## src/rtl/im_loader.sv

```systemverilog
// Boot-time instruction memory loader: parses a length/payload/checksum byte
// frame, writes big-endian words into IM and keeps the CPU in reset until a good load.
module im_loader #(
    parameter int ADDR_W      = 13,
    parameter int TIMEOUT_CYC = 50_000_000
) (
    input  logic              cpu_clk_50M,
    input  logic              cpu_rst_n,
    input  logic              start,
    input  logic [7:0]        rx_data,
    input  logic              rx_valid,
    output logic              rx_ready,
    output logic [ADDR_W-1:0] imaddr,
    output logic              imwe,
    output logic [31:0]       imdin,
    output logic              imce,
    output logic              busy,
    output logic              done,
    output logic              err,
    output logic              hold_cpu,
    output logic [15:0]       words_loaded,
    output logic [2:0]        dbg_state
);

    // Handshake: a byte moves on any rising edge where rx_valid && rx_ready;
    // rx_ready is registered and never depends on rx_valid.
    typedef enum logic [2:0] {
        S_IDLE, S_LEN_HI, S_LEN_LO, S_DATA, S_WRITE, S_CSUM, S_DONE, S_ERR
    } state_t;

    localparam int          CNT_W     = $clog2(TIMEOUT_CYC + 1);
    localparam logic [16:0] MAX_WORDS = 17'(1) << ADDR_W;

    state_t           state, next_state;
    logic             armed;
    logic [7:0]       len_hi_q;
    logic [15:0]      n_words;
    logic [1:0]       byte_idx;
    logic [23:0]      word_sr;
    logic [7:0]       csum;
    logic [CNT_W-1:0] to_cnt;

    logic        xfer, start_ok, timed_out, waiting;
    logic [15:0] len_n, wl_next;

    assign xfer      = rx_valid && rx_ready;
    assign start_ok  = start && armed;
    assign len_n     = {len_hi_q, rx_data};
    assign wl_next   = words_loaded + 16'd1;
    assign waiting   = (state == S_LEN_HI) || (state == S_LEN_LO) ||
                       (state == S_DATA)   || (state == S_CSUM);
    assign timed_out = waiting && !xfer && (to_cnt == CNT_W'(TIMEOUT_CYC - 1));
    assign dbg_state = state;

    always_ff @(posedge cpu_clk_50M or negedge cpu_rst_n) begin
        if (!cpu_rst_n) state <= S_IDLE;
        else            state <= next_state;
    end

    always_comb begin
        next_state = state;
        case (state)
            S_IDLE, S_DONE, S_ERR: if (start_ok) next_state = S_LEN_HI;
            S_LEN_HI: begin
                if (xfer)           next_state = S_LEN_LO;
                else if (timed_out) next_state = S_ERR;
            end
            S_LEN_LO: begin
                if (xfer) begin
                    if (len_n == 16'd0)                 next_state = S_CSUM;
                    else if ({1'b0, len_n} > MAX_WORDS) next_state = S_ERR;
                    else                                next_state = S_DATA;
                end else if (timed_out) begin
                    next_state = S_ERR;
                end
            end
            S_DATA: begin
                if (xfer && byte_idx == 2'd3) next_state = S_WRITE;
                else if (timed_out)           next_state = S_ERR;
            end
            S_WRITE: next_state = (wl_next < n_words) ? S_DATA : S_CSUM;
            S_CSUM: begin
                if (xfer)           next_state = (rx_data == csum) ? S_DONE : S_ERR;
                else if (timed_out) next_state = S_ERR;
            end
            default: next_state = S_IDLE;
        endcase
    end

    // Idle-gap counter restarts on every accepted byte and every state change.
    always_ff @(posedge cpu_clk_50M or negedge cpu_rst_n) begin
        if (!cpu_rst_n)                        to_cnt <= '0;
        else if (xfer || next_state != state) to_cnt <= '0;
        else if (waiting)                      to_cnt <= to_cnt + 1'b1;
        else                                   to_cnt <= '0;
    end

    // Outputs are registered from next_state so they line up with the state register.
    always_ff @(posedge cpu_clk_50M or negedge cpu_rst_n) begin
        if (!cpu_rst_n) begin
            armed        <= 1'b0;
            rx_ready     <= 1'b0;
            busy         <= 1'b0;
            imwe         <= 1'b0;
            imce         <= 1'b0;
            done         <= 1'b0;
            err          <= 1'b0;
            hold_cpu     <= 1'b1;
            imaddr       <= '0;
            imdin        <= '0;
            words_loaded <= '0;
            len_hi_q     <= '0;
            n_words      <= '0;
            byte_idx     <= '0;
            word_sr      <= '0;
            csum         <= '0;
        end else begin
            armed    <= 1'b1;
            rx_ready <= (next_state == S_LEN_HI) || (next_state == S_LEN_LO) ||
                        (next_state == S_DATA)   || (next_state == S_CSUM);
            busy     <= (next_state != S_IDLE) && (next_state != S_DONE) &&
                        (next_state != S_ERR);
            imwe     <= (next_state == S_WRITE);
            imce     <= (next_state == S_WRITE);
            done     <= (next_state == S_DONE);
            err      <= (next_state == S_ERR);
            hold_cpu <= (next_state != S_DONE);
            case (state)
                S_IDLE, S_DONE, S_ERR: begin
                    if (start_ok) begin
                        words_loaded <= '0;
                        csum         <= '0;
                        byte_idx     <= '0;
                    end
                end
                S_LEN_HI: if (xfer) len_hi_q <= rx_data;
                S_LEN_LO: if (xfer) n_words <= len_n;
                S_DATA: begin
                    if (xfer) begin
                        csum     <= csum ^ rx_data;
                        word_sr  <= {word_sr[15:0], rx_data};
                        byte_idx <= byte_idx + 2'd1;
                        if (byte_idx == 2'd3) begin
                            imaddr <= words_loaded[ADDR_W-1:0];
                            imdin  <= {word_sr, rx_data};
                        end
                    end
                end
                S_WRITE: words_loaded <= wl_next;
                default: ;
            endcase
        end
    end

endmodule
```

## config.mk

```make
export PLATFORM = sky130hd
export DESIGN_NAME = im_loader
export DESIGN_NICKNAME = d
export VERILOG_FILES = /design/src/rtl/im_loader.sv
export SDC_FILE = /design/constraint.sdc
export NUM_CORES = 1
export LEC_CHECK = 0
export CAP_MARGIN = 0
export CELL_PAD_IN_SITES_DETAIL_PLACEMENT = 1
export CELL_PAD_IN_SITES_GLOBAL_PLACEMENT = 1
export CORE_ASPECT_RATIO = 0.8
export CORE_MARGIN = 2
export CORE_UTILIZATION = 45
export CTS_BUF_LIST = sky130_fd_sc_hd__clkbuf_4 sky130_fd_sc_hd__clkbuf_8
export DETAILED_ROUTE_END_ITERATION = 12
export HOLD_SLACK_MARGIN = 0.02
export PLACE_DENSITY_LB_ADDON = 0.1
export SKIP_CTS_REPAIR_TIMING = 1
export SYNTH_ARGS = -nofsm -noshare
export SYNTH_HDL_FRONTEND = slang
export SYNTH_SLANG_ARGS = --single-unit
```

## constraint.sdc

```tcl
create_clock -name cpu_clk_50M -period 4 [get_ports cpu_clk_50M]
set_input_delay 0.4 -clock cpu_clk_50M [delete_from_list [all_inputs] [get_ports cpu_clk_50M]]
set_output_delay 0.4 -clock cpu_clk_50M [all_outputs]
set_load 0.05 [all_outputs]
```

After elaboration in Yosys (flattened, before gate mapping) --
Cells that the tools add are included.
Storage, ports and cells: register bits 155, bits in latches 0, RAM bits 0, memory bits (read-only) 0, input bits 12, output and inout port bits 71, word-level logic and storage cells 93, memories kept 0
Operators by class: add/sub/neg operators 3, multiply operators 0, div/mod/pow operators 0, order comparisons 2, equal/unequal tests 22, shift-type cells 0, muxes and demuxes 21, bitwise logic cells 1, reductions and logical operators 27
Operators by type and width (number):
- 2-to-1 mux 26 bit | 2
- one-hot mux 16 bit (2 select lines) | 1
- 2-to-1 mux 3 bit | 9
- adder 26 x 1 -> 26 bit (second input constant) | 1
- equality test 26 bit (second input constant) | 1
- equality test 3 bit (second input constant) | 8
- one-hot mux 3 bit (6 select lines) | 1
- adder 16 x 1 -> 16 bit (second input constant) | 1
- > comparator 16 x 14 -> 1 bit (second input constant) | 1
- logical NOT 16 bit | 1
- less-than comparator 16 bit | 1
- 2-to-1 mux 16 bit | 1
- 2-to-1 mux 8 bit | 2
- one-hot mux 8 bit (2 select lines) | 1
- equality test 3 x 2 -> 1 bit (second input constant) | 4
- equality test 8 bit | 1
- AND reduction 2 bit | 4
- bitwise XOR 8 bit | 1
- logical AND 1 bit | 7
- logical OR 1 bit | 7
- equality test 3 x 1 -> 1 bit (second input constant) | 2
- inequality test 3 bit (second input constant) | 2
- AND reduction 3 bit | 2
- 2-to-1 mux 2 bit | 2
- other kinds (11) | 13

Longest topological paths before layout --
Gate-level depths: netlist (run 1).
depth in word-level cells 13, depth in mapped cells 16, mapped depth without buffers 13

Worst setup path before layout (run 1) --
No wires, ideal clock.
path kind flip-flop to flip-flop, start point register words_loaded[0], end point register busy, setup time 0.125 ns, arrival 3.746 ns, required time 3.875 ns, path slack 0.129 ns, cell stages (with the launch flop) 14, buffers on the path 0, clock period less this slack 3.871 ns, cell sequence dfrtp_1 -> ha_1 -> nand3_1 -> nor2_1 -> nand3_1 -> nor2_1 -> xor2_1 -> ha_1 -> nand4_2 -> nor4_2 -> a2111oi_2 -> a211o_1 -> o21ba_4 -> mux2_2
On the way: word-level cells in the longest chain between the ends 7, elaborated cells between the ends (all ways) 9, those cells by class add/sub (1); order compare (1); eq/ne (2); mux (2); reduce/logical (3)
Ends and longest elaborated chain:
- start: declaration | line 21 | output logic [15:0] words_loaded,
- start signal: assignment | line 149 | S_WRITE: words_loaded <= wl_next;
- adder 16 x 1 -> 16 bit * | line 49 | assign wl_next = words_loaded + 16'd1;
- less-than comparator 16 bit * | line 81 | S_WRITE: next_state = (wl_next < n_words) ? S_DATA : S_CSUM;
- 2-to-1 mux 3 bit * | line 81
- one-hot mux 3 bit (6 select lines) * | line 62 | case (state)
- inequality test 3 bit or nonzero test 3 bit (tied branches) | line 121 | busy <= (next_state != S_IDLE) && (next_state != S_DONE) &&
- logical AND 1 bit | line 121
- logical AND 1 bit * | line 121
- end signal: assignment | line 121
- end: declaration | line 17 | output logic busy,
Mark *: on every way between the ends. The rest lies on a longest branch, timed or not. A chain may end at the register's enable or synchronous reset.

Worst setup path after layout (run 1) --
start point register words_loaded[2], end point register rx_ready
On the way: word-level cells in the longest chain between the ends 8, elaborated cells between the ends (all ways) 11, those cells by class add/sub (1); order compare (1); eq/ne (4); mux (2); reduce/logical (3)
Ends and longest elaborated chain:
- adder 16 x 1 -> 16 bit * | line 49
- less-than comparator 16 bit * | line 81
- 2-to-1 mux 3 bit * | line 81
- one-hot mux 3 bit (6 select lines) * | line 62
- equality test 3 x 1 -> 1 bit or equality test 3 x 2 -> 1 bit (tied branches) | line 119 | rx_ready <= (next_state == S_LEN_HI) || (next_state == S_LEN_LO) ||
- logical OR 1 bit (2 in a row) | line 119
- logical OR 1 bit * | line 120 | (next_state == S_DATA) || (next_state == S_CSUM);
- end signal: assignment | line 119
- end: declaration | line 12 | output logic rx_ready,
Marks and branches as above.

==> results of run 1 <==
-- layout make-up --
type,instances,area (um^2)
fillers,1854,7110
repair buffers,93,907
flip-flops and latches,155,3880
clock buffers,19,255
multi-input cells,555,3140
inverters,22,82.6
well taps,215,269
clock inverters,12,160
-- path summary, 6_finish.rpt --
kind / from / end / slack (ns)
max: words_loaded[2]$_DFFE_PN0P_ / rx_ready$_DFF_PN0_ / 0.27
min: imdin[9]$_DFFE_PN0P_ / imdin[9]$_DFFE_PN0P_ / 0.48
max reg2reg: words_loaded[2]$_DFFE_PN0P_ / rx_ready$_DFF_PN0_ / 0.27
min reg2reg: imdin[9]$_DFFE_PN0P_ / imdin[9]$_DFFE_PN0P_ / 0.48
max in group asynchronous: cpu_rst_n / to_cnt[18]$_DFF_PN0_ / 2.42
min in group asynchronous: cpu_rst_n / imdin[26]$_DFFE_PN0P_ / 0.55
-- cell families (layout without fill, tap and decap cells) --
kind of cell	Yosys count	count (layout)	synth area share [%]
compound gates	95	95	8.47
mux	14	14	2.15
xor+xnor	47	47	5.67
flops	155	155	53.4
other cells	1	1	0.0516
fa+ha+maj	18	18	3.10
simple gates	380	380	23.4
buf+inv	63	146	3.72
-- layer usage --
layer  vias up  global-route usage (%)  wire [um]
met5         -                       0          0
met4         0                    6.25        240
met3        19                    5.19        638
met2        89                    35.3       8410
met1      2845                    30.7       8630
li1       2692                       -          -
-- state kept, by name, indices dropped and copies added, names as in the netlist --
name / flops
armed: 1
busy: 1
byte_idx: 2
csum: 8
dbg_state: 3
done: 1
err: 1
hold_cpu: 1
imaddr: 13
imce: 1
imdin: 32
len_hi_q: 8
n_words: 16
rx_ready: 1
to_cnt: 26
word_sr: 24
words_loaded: 16
-- cell usage in the layout, fill, tap and decap left out, drive strengths merged, types with 2 or more instances in the layout --
master,synthesis,routed
and3b,2,2
nand3,23,23
a21o,2,2
xor2,30,30
o21a,2,2
a31oi,2,2
nand4,7,7
nor4,7,7
a211oi,3,3
clkdlybuf4s50,0,81
and2,4,4
mux2,13,13
o31ai,2,2
inv,22,26
clkinvlp,0,4
dfrtp,154,154
buf,13,11
and3,5,5
a2bb2oi,2,2
o21bai,2,2
a22o,7,7
o21ai,51,51
a21boi,2,2
bufinv,0,3
xnor2,17,17
o21ba,2,2
ha,18,18
and4,4,4
or3,3,3
nor3,29,29
a21oi,9,9
nand2,247,247
nor3b,4,4
nor2,41,41
clkbuf,28,19
-- metrics by stage --
step                worst slack (ns)  utilization [%]
floorplan                      0.129                -
global placement               0.388             52.2
global route                  0.0254             55.0
finish                         0.273             55.0
detailed placement             0.131             52.2
CTS                           0.0303             54.8
-- synthesized netlist by cell type (5+ instances only) --
cell / number
nor4_1: 5
clkbuf_1: 27
xor2_1: 30
nand2_1: 247
a22o_1: 7
nand4_1: 6
buf_2: 5
and3_1: 5
nor2_1: 41
xnor2_1: 17
inv_1: 21
dfrtp_1: 154
o21ai_0: 51
mux2_2: 13
ha_1: 18
nand3_1: 23
a21oi_1: 9
nor3_2: 12
nor3_1: 17
-- worst min-delay path: stages (launching register included) --
cell and delay, ns:
dfrtp_1 0.35, nand2_1 0.05, nand2_1 0.06
-- power groups by stage --
stage / logic [mW] / clock network, mW / registers [mW]
2_1_floorplan: 0.760 / 0 / 2.59
5_1_grt: 1.77 / 1.36 / 2.31
4_1_cts: 1.63 / 1.29 / 2.25
6_report: 1.62 / 1.26 / 2.25
3_3_place_gp: 1.55 / 0 / 2.25
3_5_place_dp: 1.61 / 0 / 2.28
==> impl_results.md, run 1 <==
* Outcome: completed
* EDFF count, synth at 0
* I/O Buffers at 82
* FFs w/ async S/R, synth at 100%
* Max frequency at 0.268 GHz
* WP buf/inv at 0
* Crit Path Max Fanout at 8
* Critical path type: reg -> reg
* Pwr dens at approximately 590 nW/um^2
* Post-DP Area at 8250 um^2
* # IOs at 83
* Final setup viols at 0
* Clock buffer depth at 2
* Synth Register Bits at 155
* Placed cells at between 1k and 1.5k
* WL/cell at 16.7 um
* Layout cells sized above 1 at around 9.7%
* Synth Cell Area at roughly 7300 um^2
* DR vias at 5645
* Critical path depth at 12
* Die Wd at between 100 and 150 um
* Max_cap viols at 0
* Startpoint Class: flop
* Internal Power at about 3.2 mW
* RSZ-0062 raised after global routing: false
* Clock power frac at 24.6%
* Gr usage total at 22.2%
* Logic pwr share at between 30% and 40%
* Critical Path RT at 4.35 ns
* Final std cells w/o fill at around 1.1k
* DR iter-0 viols at approximately 240
* Inserted Diodes at 0
* Reg clk slew, reported paths at 0.09 ns
* Worst VDD drop at 269 uV
* Worst Tran Pin Value at 1.00 ns
* Fin crit period at 3.73 ns
* Net Count, Synth at ~800
* Synth Area per Inst at 9.40 um^2
* Mean number of vias per cell at about 5.3
* First-pass GRT wire length at 30700 um
* Antenna-violating nets left at 0
* Switch Pwr at 1.96 mW
* Slew margin rel. at 32.8%
* Top cells by area, synth: dfrtp_1, nand2_1, xor2_1
* Residual DRC at 0
* Vias in the first global route at 6102
* Critical path's slowest cell: dfrtp_1
* Row cnt at 41
* Detailed Place HPWL at 12300 um
* Most common cell on crit path: nand3_1
* Syn-to-layout area delta at 19.7%
* HP Class: reg -> reg
* Initial antenna violation count at 0
* CTS tree: yes
* Max H-tree Level at 4
* Skew-Pair Late Insertion Delay at between 0.4 and 0.5 ns
* Reg power frac at 43.9%
* Ys flop type: dfrtp_1
* GRT overflow at 0
* Post-Layout Inst Area at approximately 8700 um^2
* Hold Vio Cnt, Final at 0
* Worst Setup End Kind: flop
* Die height at 118 um
* LEAKAGE at 4.11 nW
* Synth top area share at 53.0%
* Die area at 17200 um^2
* Gpl congestion at just over 0.8
* Distinct cells, synth at 60
* Total wire length at 17900 um
* Gate Count Post-Synth at 773
* Final net count at around 870
* Placeable Area at 15800 um^2
* FF-to-FF path depth at 12
* Drt pass-1 iters at 4
* Clock Skews at ~0.015 ns
* Synth warnings at 0
* Final Cycle Share at 93.2%
* Max Slew Vio Count at 0
* Crit-path max cell delay at between 0.5 and 0.6 ns
* Hold WS at 0.481 ns
* Initial Utilization at about 46%
* Arrival time at the worst endpoint at 4.07 ns
* WHS Path Cells at 2
* Largest net degree at the start of global routing at 87
* Post-synthesis sequential area ratio at 53.4%
* Setup tns final at 0 ns
* Leading area contributor after synthesis: dfrtp_1
* Root Driver: clkbuf_8
* Number of CTS-inserted buffers at 17
* CTS sink count at 155
* Cells along the critical path: nand3_1 -> nor2_1 -> and3_1 -> nand3_1 -> xnor2_1 -> ha_1 -> nand4_2 -> nor4_4 -> a2111oi_2 -> a211o_1 -> o21ba_4 -> mux2_2
* Final Total Pwr at between 5 and 6 mW
* Cell family with most CP delay: simple AND/OR/NAND/NOR gates
* Sw frac at between 30% and 40%
No activity file was read; power rests on OpenSTA's default activity.
==> run 2, diff against run 1 <==
--- a/config.mk
+++ b/config.mk
@@ -10,7 +10,7 @@
 export CELL_PAD_IN_SITES_GLOBAL_PLACEMENT = 1
 export CORE_ASPECT_RATIO = 0.8
 export CORE_MARGIN = 2
-export CORE_UTILIZATION = 45
+export CORE_UTILIZATION = 48
 export CTS_BUF_LIST = sky130_fd_sc_hd__clkbuf_4 sky130_fd_sc_hd__clkbuf_8
 export DETAILED_ROUTE_END_ITERATION = 12
 export HOLD_SLACK_MARGIN = 0.02
==> constraint.sdc (replaced) <==
create_clock -name cpu_clk_50M -period 4.8 [get_ports cpu_clk_50M]
set_input_delay 0.48 -clock cpu_clk_50M [delete_from_list [all_inputs] [get_ports cpu_clk_50M]]
set_output_delay 0.48 -clock cpu_clk_50M [all_outputs]
set_load 0.05 [all_outputs]
==> run 2 against run 1 <==
  * The flow now finishes with violations (negative hold slack)
  * Sequential share of layout area grew 0.70 points
  * Non-clock buffer count shrank 3
  * Design area shrank 1.6%
  * Sequential cell count is the same
  * Power shrank 19%
  * Maximum frequency shrank 13%
  * Register-to-register slack gained 0.24 ns
  * Global-route usage grew 2.4 points
  * Worst hold slack lost 0.48 ns
  * Critical path type unchanged
  * Largest cell class unchanged
==> impl_results.md, run 2 (synthesized netlist as in run 1, its figures left out) <==
* Reg power frac at between 40% and 50%
* Max Slew Vio Count at 0
* Final Total Pwr at 4.14 mW
* Sw frac at 38.5%
* Max frequency at 0.233 GHz
* Detailed Place HPWL at 12800 um
* Syn-to-layout area delta at 17.8%
* Mean number of vias per cell at 5.46
* GRT overflow at 0
* Critical path type: reg -> reg
* # IOs at between 80 and 90
* Layout cells sized above 1 at between 9 and 10%
* Initial Utilization at 48.7%
* Most common cell after layout, fill and taps aside: nand2_1
* DR iter-0 viols at 358
* Critical Path RT at just over 5 ns
* Outcome: complete, but fails checks
* Final setup viols at 0
* Worst Setup End Kind: flop
* Clock buffer depth at 2
* Hold WS at -0.000509 ns
* Die area at approximately 16000 um^2
* Startpoint Class: flop
* Antenna-violating nets left at 0
* Slew margin rel. at about a third
* LEAKAGE at roughly 4.1 nW
* Reg clk slew, reported paths at ~0.080 ns
* M2 GR Usage at 39.4%
* Pwr dens at 484 nW/um^2
* WL/cell at roughly 18 um
* Post-Layout Inst Area at 8560 um^2
* Most frequent cells in the layout: nand2_1, dfrtp_1, clkdlybuf4s50_1, o21ai_0, nor2_1
* Pre-CTS setup slack at about 0.61 ns
* GRT met1 Usage at 33.7%
* Drt pass-1 iters at 4
* Initial antenna violation count at 0
* Inserted Diodes at 0
* Max H-tree Level at 4
* Placeable Area at ~15000 um^2
* Largest register FFs at 32
* Biggest regs: imdin: 32 flops, to_cnt: 26 flops, word_sr: 24 flops
* Critical path's slowest cell: dfrtp_1
* Vias in the first global route at between 6k and 7k
* RSZ-0062 raised after global routing: false
* Arrival time at the worst endpoint at 4.64 ns
* Total wire length at 18400 um
* Worst Tran Pin Value at 0.977 ns
* I/O Buffers at 82
* Largest net degree at the start of global routing at between 60 and 70
* DR vias at 5687
* Routing usage on met3 at 5.16%
* Crit-path max cell delay at 0.48 ns
* Cells along the critical path: ha_1 -> nand3_1 -> nor2_1 -> nand3_1 -> nor2_1 -> xor2_1 -> ha_1 -> nand4_2 -> nor4_2 -> a2111oi_2 -> a211o_1 -> o21ba_1 -> nor3_1
* Global route hottest layer: met2
* Gr usage total at 24.6%
* Final worst slack at 0.509 ns
* Clock power frac at approximately 22%
* Die height at 114 um
* Residual DRC at 0
* Skew-Pair Late Insertion Delay at around 0.46 ns
* Row cnt at 40
* CTS sink count at between 150 and 200
* CTS tree: yes
* Max_cap viols at 0
* Internal Power at 2.55 mW
* Gpl congestion at 0.851
* Post-DP Area at between 8000 and 9000 um^2
* Die Wd at 142 um
* Most flop-heavy register: imdin
* Hold Vio Cnt, Final at 1
* Crit Path Max Fanout at 16
* Fin crit period at 4.29 ns
* Switch Pwr at 1.60 mW
* Failing checks: negative hold slack
* Number of CTS-inserted buffers at 17
* Setup tns final at 0 ns
* Logic pwr share at approximately a third
* Root Driver: clkbuf_8
* Clock Skews at 0.0115 ns
* Worst VDD drop at 279 uV
* Final Cycle Share at 89.4%
* First-pass GRT wire length at 31100 um
* Final net count at 871
* HP Class: in -> async
-- run 2: metrics by stage --
step | utilization (%) | std cells
2_1_floorplan | - | 773
3_5_place_dp | 55.0 | 1011
4_1_cts | 57.4 | 1041
6_report | 57.4 | 1041
5_1_grt | 57.4 | 1041
3_3_place_gp | 55.0 | 1011
-- run 2: power by group through the flow --
stage / sequential (mW) / combinational, mW / clock (mW)
floorplan: 2.16 / 0.634 / 0
global placement: 1.87 / 1.29 / 0
detailed placement: 1.90 / 1.35 / 0
CTS: 1.88 / 1.36 / 0.943
global route: 1.93 / 1.47 / 0.996
finish: 1.88 / 1.34 / 0.924
-- run 2: path summary, 6_finish.rpt --
path,startpoint,to,slack [ns],depth (start not counted)
worst max register to register,words_loaded[0]$_DFFE_PN0P_,to_cnt[5]$_DFF_PN0_,0.51,13
max in group asynchronous,cpu_rst_n,dbg_state[0]$_DFF_PN0_,3.68,2
worst min register to register,imaddr[3]$_DFFE_PN0P_,imaddr[3]$_DFFE_PN0P_,0.47,2
worst min-delay path,cpu_rst_n,imdin[26]$_DFFE_PN0P_,-0.0005,1
worst max-delay path,words_loaded[0]$_DFFE_PN0P_,to_cnt[5]$_DFF_PN0_,0.51,13
min in group cpu_clk_50M,imaddr[3]$_DFFE_PN0P_,imaddr[3]$_DFFE_PN0P_,0.47,2
-- run 2: area by class of cell --
cell class,instances,area (um^2)
clock buffers,22,284
clock inverters,8,71.3
fillers,1713,6360
inverters,22,82.6
multi-input cells,555,3120
flip-flops and latches,155,3880
well taps,189,236
repair buffers,90,882
-- run 2: worst max-delay path, delay by kind of cell (launching register included) --
kind	cells	cell delay, ns
AO/OA/AOI/OAI	3	0.92
XOR/XNOR	1	0.11
adder cells (fa/ha/maj)	2	0.58
flip-flops	1	0.48
AND/OR/NAND/NOR	7	2.06
-- run 2: routing by layer --
metal	up-vias	routed length [um]	share of wire [%]
li1	2689	-	-
met1	2863	8800	48
met2	106	8590	47
met3	29	658	3.6
met4	0	303	1.7
met5	-	0	0
==> run 3, diff against run 2 <==
==> config.mk (replaced) <==
export PLATFORM = sky130hd
export DESIGN_NAME = im_loader
export DESIGN_NICKNAME = d
export VERILOG_FILES = /design/src/rtl/im_loader.sv
export SDC_FILE = /design/constraint.sdc
export NUM_CORES = 1
export LEC_CHECK = 0
export CAP_MARGIN = 0
export CORE_ASPECT_RATIO = 0.8
export CORE_MARGIN = 1
export CORE_UTILIZATION = 63
export CTS_BUF_LIST = sky130_fd_sc_hd__clkbuf_4 sky130_fd_sc_hd__clkbuf_8
export DETAILED_ROUTE_END_ITERATION = 12
export HOLD_SLACK_MARGIN = 0.02
export PLACE_DENSITY = 0.88
export SKIP_CTS_REPAIR_TIMING = 1
export SYNTH_ARGS = -nofsm -noshare
export SYNTH_HDL_FRONTEND = slang
export SYNTH_SLANG_ARGS = --single-unit
==> run 3 against run 2 <==
  * The run now ends clean
  * First-iteration DRC count is 44% higher
  * Non-clock buffer count fell by 1
  * Sequential share of layout area fell by 0.053 points
  * Core utilization is 20 points higher
  * Sequential power about the same
  * Critical path depth is the same
  * Worst setup slack gained 0.10 ns
  * Die area down 26%
  * Cell count down 4.3%
  * Combinational power about the same
  * Critical path type unchanged
  * Largest power group unchanged
  * Highest routed layer unchanged
==> impl_results.md, run 3 (synthesized netlist as in run 1, its figures left out) <==
* Outcome: completed
* Worst VDD drop at 395 uV
* Crit Path Max Fanout at 16
* Startpoint Class: flop
* Post-Layout Inst Area at roughly 8600 um^2
* I/O Buffers at 82
* Reg-to-Reg End: to_cnt[25]$_DFF_PN0_
* Fin crit period at 4.19 ns
* Worst Setup End Kind: flop
* Inserted Diodes at 0
* DR iter-0 viols at 515
* Clock Skews at 0.0156 ns
* Internal Power at 2.66 mW
* CTS tree: yes
* Worst Tran Pin Value at 1.28 ns
* HP Class: in -> async
* Die area at 12000 um^2
* Hold Vio Cnt, Final at 0
* Pwr dens at between 400 and 500 nW/um^2
* Detailed Place HPWL at roughly 11000 um
* Die height at 98.0 um
* Slew margin rel. at 14.6%
* RSZ-0062 raised after global routing: false
* Reg power frac at 43.8%
* Clock buffer depth at 2
* # IOs at slightly above 80
* Max H-tree Level at 4
* CTS sink count at 155
* Vias in the first global route at 5729
* Critical path type: reg -> reg
* FF-to-FF path depth at 13
* Layout cells sized above 1 at 8.92%
* First-pass GRT wire length at about 27000 um
* Placed cells at 965
* Critical Path RT at 5.15 ns
* Hold WS at 0.143 ns
* Root Driver: clkbuf_8
* LEAKAGE at 4.10 nW
* Number of CTS-inserted buffers at 17
* Final Cycle Share at 87.3%
* Clock power frac at about 25%
* Reg clk slew, reported paths at ~0.090 ns
* Mean number of vias per cell at 5.80
* Gr usage total at ~30%
* Biggest regs: imdin: 32 flops, to_cnt: 26 flops, word_sr: 24 flops
* Drt pass-1 iters at 6
* Logic pwr share at 31.3%
* Largest net degree at the start of global routing at 113
* Skew-Pair Late Insertion Delay at 0.45 ns
* Setup tns final at 0 ns
* Largest register FFs at 32
* Total wire length at 16200 um
* Most frequent cells in the layout: nand2_1, dfrtp_1, clkdlybuf4s50_1, o21ai_0, nor2_1
* WL/cell at about 16 um
* Final net count at 870
* Worst R2R Setup Slack at 0.61 ns
* Final Total Pwr at 4.27 mW
* DR vias at 5780
* Syn-to-layout area delta at 17.9%
* Most flop-heavy register: imdin
* Final std cells w/o fill at about 1000
* Max frequency at about 0.24 GHz
* Max Slew Vio Count at 0
* Initial antenna violation count at 0
* Post-DP Area at 8130 um^2
* Die Wd at around 120 um
* R2R Path Start: words_loaded[0]$_DFFE_PN0P_
* Sw frac at approximately 38%
* Final setup viols at 0
* Arrival time at the worst endpoint at about 4.5 ns
* Gpl congestion at between 0.8 and 0.9
* Residual DRC at 0
* Placeable Area at 11100 um^2
* Antenna-violating nets left at 0
* Most common cell after layout, fill and taps aside: nand2_1
* Initial Utilization at 65.7%
* Max_cap viols at 0
* Row cnt at 34
* Switch Pwr at 1.61 mW
* GRT overflow at 0
run 3: cell types whose count changed in the layout (fill, tap and decap cells not counted):
cell and change:
nor3_2 -1, bufinv_16 +2, clkinv_4 +3, inv_6 +3, clkinv_2 -5, nor3_1 +1
clkbuf_4 -3, clkbuf_8 +1, buf_4 -1
run 3: stage by stage:
step	util (%)	worst slack (ns)
2_1_floorplan	-	0.929
5_1_grt	77.5	0.393
6_report	77.5	0.610
3_5_place_dp	73.5	0.652
3_3_place_gp	73.5	1.05
4_1_cts	77.5	0.641
run 3: area by class of cell:
class	count	area [um^2]
Clock buffer	20	275
Clock inverter	11	159
Fill cell	711	2490
Inverter	22	82.6
Multi-Input combinational cell	555	3120
Sequential cell	155	3880
Tap cell	144	180
Timing Repair Buffer	89	875
run 3: worst max-delay path, stage by stage (launching register included):
cell       delay [ns]
dfrtp_1          0.48
ha_1             0.27
nand3_1          0.17
nor2_1           0.39
nand3_1          0.26
nor2_1           0.29
xor2_1           0.13
ha_1             0.33
nand4_2          0.15
nor4_2           0.43
a2111oi_2        0.13
a211o_1          0.34
o21ba_1          0.45
nor3_1           0.29
run 3: worst max-delay path by stage:
stage	to	depth (start not counted)	slack [ns]	start
finish	to_cnt[25]$_DFF_PN0_	13	0.61	words_loaded[0]$_DFFE_PN0P_
floorplan	busy$_DFF_PN0_	13	0.93	words_loaded[0]$_DFFE_PN0P_
global placement	to_cnt[25]$_DFF_PN0_	13	1.05	words_loaded[0]$_DFFE_PN0P_
global route	to_cnt[25]$_DFF_PN0_	13	0.39	words_loaded[0]$_DFFE_PN0P_
detailed placement	to_cnt[25]$_DFF_PN0_	13	0.65	words_loaded[0]$_DFFE_PN0P_
CTS	to_cnt[25]$_DFF_PN0_	13	0.64	words_loaded[0]$_DFFE_PN0P_
run 3: per-layer routing:
metal | up-vias | track usage (%) | wire [um]
met5 | - | 0 | 0
met4 | 0 | 8.26 | 239
met3 | 29 | 7.01 | 1080
met2 | 215 | 47.8 | 7790
met1 | 2847 | 39.4 | 7140
li1 | 2689 | - | -
run 3: power by group through the flow:
stage          Sequential, mW  Clock, mW  Combinational [mW]
5_1_grt                  1.91       1.13                1.46
3_3_place_gp             1.86          0                1.27
2_1_floorplan            2.16          0               0.634
3_5_place_dp             1.89          0                1.33
6_report                 1.87       1.07                1.34
4_1_cts                  1.86       1.07                1.34
